File: config.mk
export PLATFORM = sky130hd
export DESIGN_NAME = spi_bus_arbiter
export DESIGN_NICKNAME = d
export VERILOG_FILES = /design/src/rtl/spi_bus_arbiter.sv
export SDC_FILE = /design/constraint.sdc
export NUM_CORES = 1
export LEC_CHECK = 0
export BUFFER_PORTS_ARGS = -buffer_cell sky130_fd_sc_hd__buf_4
export CAP_MARGIN = 0
export CORE_MARGIN = 1
export CORE_UTILIZATION = 45
export DETAILED_ROUTE_END_ITERATION = 12
export GPL_TIMING_DRIVEN = 0
export SLEW_MARGIN = 40
export SYNTH_ARGS = -nofsm -noshare
export SYNTH_HDL_FRONTEND = slang
export SYNTH_SLANG_ARGS = --single-unit
export TNS_END_PERCENT = 20
File: constraint.sdc
create_clock -name CLOCK_50 -period 2.4 [get_ports CLOCK_50]
set_input_delay 0.48 -clock CLOCK_50 [delete_from_list [all_inputs] [get_ports CLOCK_50]]
set_output_delay 0.48 -clock CLOCK_50 [all_outputs]
set_load 0.01 [all_outputs]
File: src/rtl/spi_bus_arbiter.sv
// rtl/spi_bus_arbiter.sv - ownership arbiter for the shared MCU / SD-passthrough SPI pins
//
// Decides whether the control MCU or the middleboard SD passthrough owns SCK
// and SPI_DO. Every handover passes through a GUARD window with both grants
// low. SD ownership is capped while the MCU is waiting, and contention is
// reported through a sticky flag and a saturating counter.
//
// Ports:
//   CLOCK_50       system clock
//   RESET_N        asynchronous active-low reset
//   mcu_ss_n[3:0]  active-low MCU selects {SS4, SS3, SS2, CONF_DATA0}, asynchronous
//   sd_sck         middleboard SD clock, asynchronous, activity detection only
//   clr_collision  synchronous pulse clearing collision and collision_cnt
//   sck_sel        1 = route MCU SCK, 0 = route SD_SCK
//   sd_do_en       1 = drive SPI_DO from SD_MISO, 0 = hi-Z
//   mcu_grant      MCU owns the bus
//   sd_grant       SD passthrough owns the bus
//   collision      sticky contention flag
//   collision_cnt  saturating contention count
//   state          0 IDLE, 1 MCU_OWN, 2 SD_OWN, 3 GUARD

module spi_bus_arbiter #(
    parameter int SYNC_STAGES  = 2,
    parameter int GUARD_CYCLES = 4,
    parameter int IDLE_TIMEOUT = 64,
    parameter int SD_MAX_HOLD  = 4096,
    parameter int CNT_W        = 8
) (
    input  logic             CLOCK_50,
    input  logic             RESET_N,
    input  logic [3:0]       mcu_ss_n,
    input  logic             sd_sck,
    input  logic             clr_collision,
    output logic             sck_sel,
    output logic             sd_do_en,
    output logic             mcu_grant,
    output logic             sd_grant,
    output logic             collision,
    output logic [CNT_W-1:0] collision_cnt,
    output logic [1:0]       state
);

    localparam int IDLE_W  = $clog2(IDLE_TIMEOUT + 1);
    localparam int HOLD_W  = $clog2(SD_MAX_HOLD + 1);
    localparam int GUARD_W = $clog2(GUARD_CYCLES + 1);

    typedef enum logic [1:0] {
        ST_IDLE  = 2'd0,
        ST_MCU   = 2'd1,
        ST_SD    = 2'd2,
        ST_GUARD = 2'd3
    } state_t;

    // ------------------------------------------------------------------
    // Input synchronizers
    // ------------------------------------------------------------------
    logic [SYNC_STAGES-1:0][3:0] mcu_sync_q;
    logic [SYNC_STAGES-1:0]      sck_sync_q;
    logic                        sck_prev_q;

    always_ff @(posedge CLOCK_50 or negedge RESET_N) begin
        if (!RESET_N) begin
            mcu_sync_q <= {SYNC_STAGES{4'hF}};
            sck_sync_q <= '0;
            sck_prev_q <= 1'b0;
        end else begin
            mcu_sync_q <= {mcu_sync_q[SYNC_STAGES-2:0], mcu_ss_n};
            sck_sync_q <= {sck_sync_q[SYNC_STAGES-2:0], sd_sck};
            sck_prev_q <= sck_sync_q[SYNC_STAGES-1];
        end
    end

    logic mcu_req;
    logic sd_edge;
    logic sd_req;

    assign mcu_req = ~&mcu_sync_q[SYNC_STAGES-1];
    assign sd_edge = sck_sync_q[SYNC_STAGES-1] & ~sck_prev_q;

    // ------------------------------------------------------------------
    // Arbiter state
    // ------------------------------------------------------------------
    state_t             state_q, state_d;
    logic               mcu_grant_q, mcu_grant_d;
    logic               sd_grant_q, sd_grant_d;
    logic               sck_sel_q, sck_sel_d;
    logic               sd_do_en_q, sd_do_en_d;
    logic               collision_q, collision_d;
    logic [CNT_W-1:0]   coll_cnt_q, coll_cnt_d;
    logic [IDLE_W-1:0]  idle_q, idle_d;
    logic [HOLD_W-1:0]  hold_q, hold_d;
    logic [GUARD_W-1:0] guard_q, guard_d;
    logic               mcu_seen_q, mcu_seen_d;
    logic               sd_wait_q, sd_wait_d;
    logic               coll_evt;

    // idle_q counts down from IDLE_TIMEOUT after each SD clock edge; the SD
    // side is considered active while it is non-zero.
    assign sd_req = (idle_q != '0);

    always_comb begin
        state_d    = state_q;
        hold_d     = hold_q;
        guard_d    = guard_q;
        mcu_seen_d = mcu_seen_q;
        coll_evt   = 1'b0;

        if (sd_edge) begin
            idle_d = IDLE_W'(IDLE_TIMEOUT);
        end else if (idle_q != '0) begin
            idle_d = idle_q - IDLE_W'(1);
        end else begin
            idle_d = idle_q;
        end

        // SD counts as a waiting party only while it keeps clocking.
        sd_wait_d = sd_wait_q & (sd_req | sd_edge);

        case (state_q)
            ST_IDLE: begin
                // MCU wins ties unless SD was the one kept waiting.
                if (mcu_req && !(sd_wait_q && sd_req)) begin
                    state_d = ST_MCU;
                end else if (sd_edge || sd_req) begin
                    state_d    = ST_SD;
                    hold_d     = '0;
                    mcu_seen_d = 1'b0;
                    sd_wait_d  = 1'b0;
                end
            end

            ST_MCU: begin
                if (sd_edge) begin
                    coll_evt  = 1'b1;
                    sd_wait_d = 1'b1;
                end
                if (!mcu_req) begin
                    state_d = ST_GUARD;
                    guard_d = '0;
                end
            end

            ST_SD: begin
                if (hold_q != HOLD_W'(SD_MAX_HOLD)) begin
                    hold_d = hold_q + HOLD_W'(1);
                end
                // Each new MCU request arriving during SD ownership is one collision.
                if (mcu_req && !mcu_seen_q) begin
                    coll_evt   = 1'b1;
                    mcu_seen_d = 1'b1;
                end else if (!mcu_req) begin
                    mcu_seen_d = 1'b0;
                end
                if (!sd_edge && idle_q <= IDLE_W'(1)) begin
                    state_d = ST_GUARD;
                    guard_d = '0;
                end else if (mcu_req && hold_q >= HOLD_W'(SD_MAX_HOLD - 1)) begin
                    state_d  = ST_GUARD;
                    guard_d  = '0;
                    coll_evt = 1'b1;
                end
            end

            default: begin
                if (guard_q == GUARD_W'(GUARD_CYCLES - 1)) begin
                    state_d = ST_IDLE;
                end else begin
                    guard_d = guard_q + GUARD_W'(1);
                end
            end
        endcase

        // Outputs follow the next state so they register alongside it.
        mcu_grant_d = 1'b0;
        sd_grant_d  = 1'b0;
        sck_sel_d   = 1'b1;
        sd_do_en_d  = 1'b0;
        case (state_d)
            ST_MCU: begin
                mcu_grant_d = 1'b1;
            end
            ST_SD: begin
                sd_grant_d = 1'b1;
                sck_sel_d  = 1'b0;
                sd_do_en_d = 1'b1;
            end
            default: begin
                mcu_grant_d = 1'b0;
            end
        endcase

        // A clear in the same cycle as a new collision drops the collision.
        if (clr_collision) begin
            collision_d = 1'b0;
            coll_cnt_d  = '0;
        end else if (coll_evt) begin
            collision_d = 1'b1;
            coll_cnt_d  = (&coll_cnt_q) ? coll_cnt_q : coll_cnt_q + CNT_W'(1);
        end else begin
            collision_d = collision_q;
            coll_cnt_d  = coll_cnt_q;
        end
    end

    always_ff @(posedge CLOCK_50 or negedge RESET_N) begin
        if (!RESET_N) begin
            state_q     <= ST_IDLE;
            mcu_grant_q <= 1'b0;
            sd_grant_q  <= 1'b0;
            sck_sel_q   <= 1'b1;
            sd_do_en_q  <= 1'b0;
            collision_q <= 1'b0;
            coll_cnt_q  <= '0;
            idle_q      <= '0;
            hold_q      <= '0;
            guard_q     <= '0;
            mcu_seen_q  <= 1'b0;
            sd_wait_q   <= 1'b0;
        end else begin
            state_q     <= state_d;
            mcu_grant_q <= mcu_grant_d;
            sd_grant_q  <= sd_grant_d;
            sck_sel_q   <= sck_sel_d;
            sd_do_en_q  <= sd_do_en_d;
            collision_q <= collision_d;
            coll_cnt_q  <= coll_cnt_d;
            idle_q      <= idle_d;
            hold_q      <= hold_d;
            guard_q     <= guard_d;
            mcu_seen_q  <= mcu_seen_d;
            sd_wait_q   <= sd_wait_d;
        end
    end

    assign sck_sel       = sck_sel_q;
    assign sd_do_en      = sd_do_en_q;
    assign mcu_grant     = mcu_grant_q;
    assign sd_grant      = sd_grant_q;
    assign collision     = collision_q;
    assign collision_cnt = coll_cnt_q;
    assign state         = state_q;

endmodule

==> impl_metrics.csv, run 1 <==
group,metric,value,unit
status,outcome,"finished, final reports clean",
synthesis,ys_warn_count,0,
setup_path,crit_required,2.59,ns
hold_path,hold_path.class,"in2async",
placement,gp_congestion,0.808,
pwr,power_frac_seq,40.6,%
synthesis,synth_most_common_cell,"dfrtp_1",
drt,num_vias,2060,
clock_network,tritoncts,"done",
timing,slew_headroom,58.2,%
clock_network,clkLatencyLatePin,0.31,ns
setup_path,path_cells,"inv_1, ha_1, nor4b_4, o211ai_1, a2bb2oi_1, nand3b_1, buf_2, o21ai_0",
global_route,overflow,0,
synthesis,avgSynthCellArea,10.2,um2
setup_path,endpoint_kind,"flop",
setup_path,cp.depth,8,
global_route,antenna_found_initial,0,
drt,drt-vias-per-instance,5.69,
synthesis,syn-num-nets,280,
floorplanning,die_w,78.8,um
setup_path,crit_family,"compound AO/OA/AOI/OAI gates",
setup_path,crit_slowest_cell,"dfrtp_1",
pwr,clock_power_share,17.6,%
clock_network,clkSlewWorstSetupHoldPaths,0.09,ns
setup_path,rr_worst_depth,8,
pwr,peakVddDrop,503,uV
floorplanning,boundaryPins,23,
floorplanning,die_y,78.8,um
timing,fmax,0.435,GHz
setup_path,arrival,2.49,ns
timing,final-max-slew-violation-count,0,
timing,layout_min_cycle_time,2.30,ns
floorplanning,core-area,5610,um2
floorplanning,rows,27,
synthesis,ys_seq_area_share,47.5,%
setup_path,worst-r2r-setup-slack,0.10,ns
drt,dr.pass1.iters,4,
drt,wl_per_cell,14.6,um
cells_and_area,fin_cells,362,
global_route,grt_max_degree,51,
setup_path,critical_path_class,"reg2reg",
synthesis,ys_top_cells_by_count,"dfrtp_1, nor2_1, a21oi_1",
pwr,p_int,0.00175,W
timing,fin_crit_sh,95.7,%
synthesis,yosys-top-cells-area,"dfrtp_1, dfstp_2, ha_1, a21oi_1, o21ai_0",
setup_path,startpoint_type,"flop",
drt,drt-total-wl,5300,um
timing,setup_viol,0,
clock_network,cts_resized,2,
placement,dp_hpwl,3650,um
pwr,switchingPower,0.00113,W
synthesis,synth_cells,260,
clock_network,clk_path_buf_depth,2,
synthesis,synth_top_area_share,38.6,%
cells_and_area,n_antenna_cell,0,
cells_and_area,syn_to_final_growth,14.1,%
drt,drcViolationCount,0,
job,max_cap_violations,0,
cells_and_area,nNetsFinal,309,
pwr,combPwrFrac,41.8,%
setup_path,crit_buf_inv,2,
global_route,gr-usage-all-layers,18.9,%
timing,fin_skew,0.00483,ns
clock_network,cts.sinks,50,
synthesis,yosysTopAreaCell,"dfrtp_1",
synthesis,ys_ff_latch,50,
setup_path,timing.rr.end,"hold_q[2]",
setup_path,slowest_delay,0.44,ns
clock_network,htree_levels,2,
drt,drt_iter0_markers,189,
timing,worstMarginPinSlew,0.627,ns
placement,place_inst,354,
clock_network,cts-buffers-inserted,5,
global_route,grt_pass1_vias,1974,
synthesis,ys_types,56,
floorplanning,dieArea,6210,um2
synthesis,syn-cell-area,2660,um2
synthesis,synthFlopType,"dfrtp_1",
pwr,swShare,39.2,%
floorplanning,initial_utilization,47.3,%
synthesis,synthArstFlopShare,100,%
cells_and_area,drive_gt1_share,19.7,%
pwr,power_leakage,1.32,nW
setup_path,r2r_start,"idle_q[0]",
clock_network,postCtsHoldBufs,0,
pwr,p_per_area,952,nW/um2
timing,grt_setup_unrepaired,"yes",
clock_network,post_cts_buffers,0,
setup_path,cp_max_fo,10,
placement,port_buffers,22,
timing,fin_hold_ws,0.181,ns
synthesis,synth_edf_count,0,
global_route,grt_pass1_wl,9250,um
clock_network,root_buffer,"clkbuf_8",
drt,ant_nets,0,
timing,hold_violations,0,
metrics by stage:
step	total power [W]	instance area, um2	util (%)	worst slack [ns]	setup TNS, ns
after floorplan	0.00200	2660	-	0.341	0
after global placement	0.00233	2910	51.9	-0.163	-0.643
after detailed placement	0.00235	2910	51.9	-0.146	-0.831
after CTS	0.00289	3020	53.9	0.0315	0
after global routing	0.00312	3030	54.0	-0.0934	-0.899
final	0.00288	3030	54.0	0.104	0
cells in the final DEF, fill, tap and decap left out, drive strengths merged, types with 2 or more instances in the layout:
master  Yosys  layout
nor4        2       2
inv        16      17
and3        5       5
a31oi       2       2
nand2      14      14
o21a        3       3
mux2        5       5
and4        3       3
dfstp       9       9
xnor2       2       2
o211ai      2       2
or3         2       2
buf         4      26
nor3        5       5
and2        2       2
dfrtp      41      41
o21ai      17      17
nor2       20      20
a21oi      18      18
o41ai       8       8
nor4b       4       4
nand3      11      11
ha         12      12
nor2b       5       5
xor2        2       2
o31ai       7       7
mux2i       3       3
clkbuf      6      11
nand2b      3       3
or4         3       3
nand4       6       6
a41oi       2       2
worst max path at each step:
stage                          from          endpoint  slack [ns]
after floorplan            state[0]          sd_do_en        0.34
after detailed placement   state[0]          sd_do_en       -0.15
after CTS                  state[0]  collision_cnt[7]        0.03
after global placement     state[0]          sd_do_en       -0.16
after global routing      idle_q[0]         hold_q[0]       -0.09
final                     idle_q[0]         hold_q[2]        0.10
power groups by stage:
stage / clock network [W] / registers, W / logic (W)
3_3_place_gp: 0 / 0.00118 / 0.00116
5_1_grt: 0.000559 / 0.00120 / 0.00136
6_report: 0.000508 / 0.00117 / 0.00121
3_5_place_dp: 0 / 0.00118 / 0.00116
4_1_cts: 0.000531 / 0.00117 / 0.00119
2_1_floorplan: 0 / 0.00116 / 0.000838
logic make-up after synthesis:
kind of cell             synth area share, %
AND/OR/NAND/NOR                         19.1
AO/OA/AOI/OAI                           18.9
flip-flops                              47.5
buffers and inverters                   4.19
adder cells (fa/ha/maj)                 5.65
multiplexers                            3.25
XOR/XNOR                                1.32
final cells by class:
| cell class | instances | area, um2 |
|---|---|---|
| tap | 72 | 90.1 |
| multi-input combinational | 184 | 1310 |
| clock buffer | 5 | 68.8 |
| buffer | 10 | 53.8 |
| sequential | 50 | 1260 |
| timing repair buffer | 22 | 165 |
| fill | 524 | 2580 |
| inverter | 16 | 60.1 |
| clock inverter | 3 | 25.0 |
routing by layer:
layer / share of wire (%) / vias to the layer above / global-route usage, %
met5: 0 / - / 0
met4: 1.8 / 0 / 6.91
met3: 3.6 / 9 / 4.14
met2: 44 / 40 / 28.9
met1: 50 / 987 / 26.4
li1: - / 1024 / -
registers in the layout, indices dropped and copies added (netlist names):
register,cells
idle_q,7
guard_q,3
mcu_sync_q,8
state,2
sd_do_en,1
collision,1
collision_cnt,8
hold_q,13
mcu_grant,1
mcu_seen_q,1
sck_prev_q,1
sck_sync_q,2
sck_sel,1
sd_wait_q,1
Note: power is estimated with default switching activity, not from simulation.
==> run 2, diff against run 1 <==
CELL_PAD_IN_SITES_DETAIL_PLACEMENT = 1   (was not set)
CELL_PAD_IN_SITES_GLOBAL_PLACEMENT = 2   (was not set)
CORE_UTILIZATION = 38   (was 45)
PLACE_DENSITY_LB_ADDON = 0.1   (was not set)
==> impl_metrics.csv, run 2 (same netlist as run 1, synthesis figures left out) <==
group,metric,value,unit
setup_path,critical_path_class,"reg2reg",
global_route,gr-usage-all-layers,18.4,%
drt,drcViolationCount,0,
cells_and_area,n_antenna_cell,0,
timing,final-max-slew-violation-count,0,
placement,gp_congestion,0.802,
placement,dp_hpwl,4260,um
cells_and_area,mostFrequentLayoutCells,"dfrtp_1, buf_4, nor2_1, a21oi_1, o21ai_0",
floorplanning,die_y,85.6,um
clock_network,clkLatencyLatePin,0.31,ns
pwr,switchingPower,0.00119,W
setup_path,crit_slowest_cell,"dfrtp_2",
setup_path,path_cells,"inv_1, ha_1, inv_1, o32ai_2, a32oi_2, nor4_1, mux2_1",
cells_and_area,syn_to_final_growth,16.4,%
timing,setup_viol,0,
cells_and_area,drive_gt1_share,21.9,%
timing,fin_ws,0.104,ns
drt,drt-vias-per-instance,5.60,
setup_path,worst-r2r-setup-slack,0.10,ns
clock_network,cts-buffers-inserted,5,
global_route,busiest_layer,"met2",
timing,grt_setup_unrepaired,"yes",
floorplanning,core-area,6760,um2
timing,layout_min_cycle_time,2.30,ns
drt,wl_per_cell,16.3,um
timing,fin_skew,0.00637,ns
setup_path,cp_max_fo,7,
clock_network,clk_path_buf_depth,2,
cells_and_area,final_core_util,45.8,%
setup_path,slowest_delay,0.47,ns
clock_network,tritoncts,"done",
timing,fmax,0.436,GHz
drt,drt_iter0_markers,87,
pwr,combPwrFrac,42.8,%
clock_network,cts.sinks,50,
pwr,power_frac_seq,39.3,%
global_route,grt_pass1_wl,10700,um
cells_and_area,nNetsFinal,311,
cells_and_area,regMostFlops,"hold_q",
global_route,grt_pass1_vias,2149,
setup_path,startpoint_type,"flop",
timing,fin_hold_ws,0.184,ns
floorplanning,rows,30,
placement,port_buffers,22,
drt,num_vias,2085,
setup_path,crit_top_cell,"inv_1",
global_route,antenna_found_initial,0,
pwr,p_per_area,967,nW/um2
pwr,p_int,0.00180,W
placement,post-place-ws,-0.359,ns
global_route,grt_max_degree,51,
setup_path,crit_family,"compound AO/OA/AOI/OAI gates",
global_route,overflow,0,
setup_path,crit_required,2.60,ns
setup_path,crit_buf_inv,2,
pwr,p_total,0.00299,W
global_route,grt_use_met1,25.6,%
timing,hold_violations,0,
cells_and_area,layout_commonest_cell,"dfrtp_1",
setup_path,arrival,2.50,ns
timing,worstMarginPinSlew,0.632,ns
status,outcome,"finished, final reports clean",
timing,setup_tns,0,ns
timing,slew_headroom,57.9,%
job,max_cap_violations,0,
timing,fin_crit_sh,95.7,%
cells_and_area,largest_reg_flops,13,
drt,ant_nets,0,
setup_path,endpoint_kind,"flop",
pwr,clock_power_share,17.9,%
cells_and_area,regArea,1260,um2
clock_network,root_buffer,"clkbuf_8",
drt,drt-total-wl,6070,um
floorplanning,die_w,85.6,um
drt,dr.pass1.iters,4,
floorplanning,boundaryPins,23,
pwr,power_leakage,1.34,nW
pwr,peakVddDrop,509,uV
cells_and_area,n_fill_cell,780,
pwr,swShare,39.8,%
hold_path,hold_path.class,"in2async",
floorplanning,initial_utilization,39.3,%
floorplanning,dieArea,7330,um2
cells_and_area,multiInputGateArea,1330,um2
global_route,use_met2,30.2,%
global_route,use_met3,3.18,%
clock_network,htree_levels,2,
clock_network,clkSlewWorstSetupHoldPaths,0.10,ns
==> run 2: through the flow <==
step	std cells	instance area, um2
2_1_floorplan	260	2660
3_5_place_dp	362	2920
6_report	372	3090
5_1_grt	372	3090
3_3_place_gp	362	2920
4_1_cts	370	3040
==> run 2: layer usage <==
layer | vias to the layer above | routed length, um
met3 | 4 | 124
met1 | 1032 | 3050
li1 | 1031 | -
met5 | - | 0
met2 | 18 | 2850
met4 | 0 | 51
==> run 2: path summary, 6_finish.rpt <==
path,startpoint,end,cells after the start
max,state[0],collision_cnt[7],7
min,RESET_N,idle_q[5],1
max reg2reg,state[0],collision_cnt[7],7
min reg2reg,mcu_sync_q[0],mcu_sync_q[4],0
max in group asynchronous,RESET_N,state[0],1
min in group CLOCK_50,mcu_ss_n[3],mcu_sync_q[3],1
==> run 2: what timing repair did <==
item                       4_1_cts  5_1_grt
resized for setup                4       10
setup endpoints to repair       17       18
pin swaps                        0        1
buffers inserted                 0        2
hold buffers                     0        0
==> run 2: cell type report <==
cell class / instances / share of cell area (%)
Timing Repair Buffer: 24 / 5.83
Tap cell: 80 / 3.24
Clock inverter: 3 / 0.931
Inverter: 16 / 1.94
Buffer: 10 / 1.82
Clock buffer: 5 / 2.23
Multi-Input combinational cell: 184 / 43.1
Sequential cell: 50 / 40.9
==> run 2: power by group through the flow <==
stage          Sequential [W]  Combinational [W]  Clock [W]
2_1_floorplan         0.00116           0.000838          0
3_3_place_gp          0.00118            0.00119          0
3_5_place_dp          0.00119            0.00121          0
4_1_cts               0.00118            0.00125   0.000563
5_1_grt               0.00120            0.00146   0.000584
6_report              0.00117            0.00128   0.000535
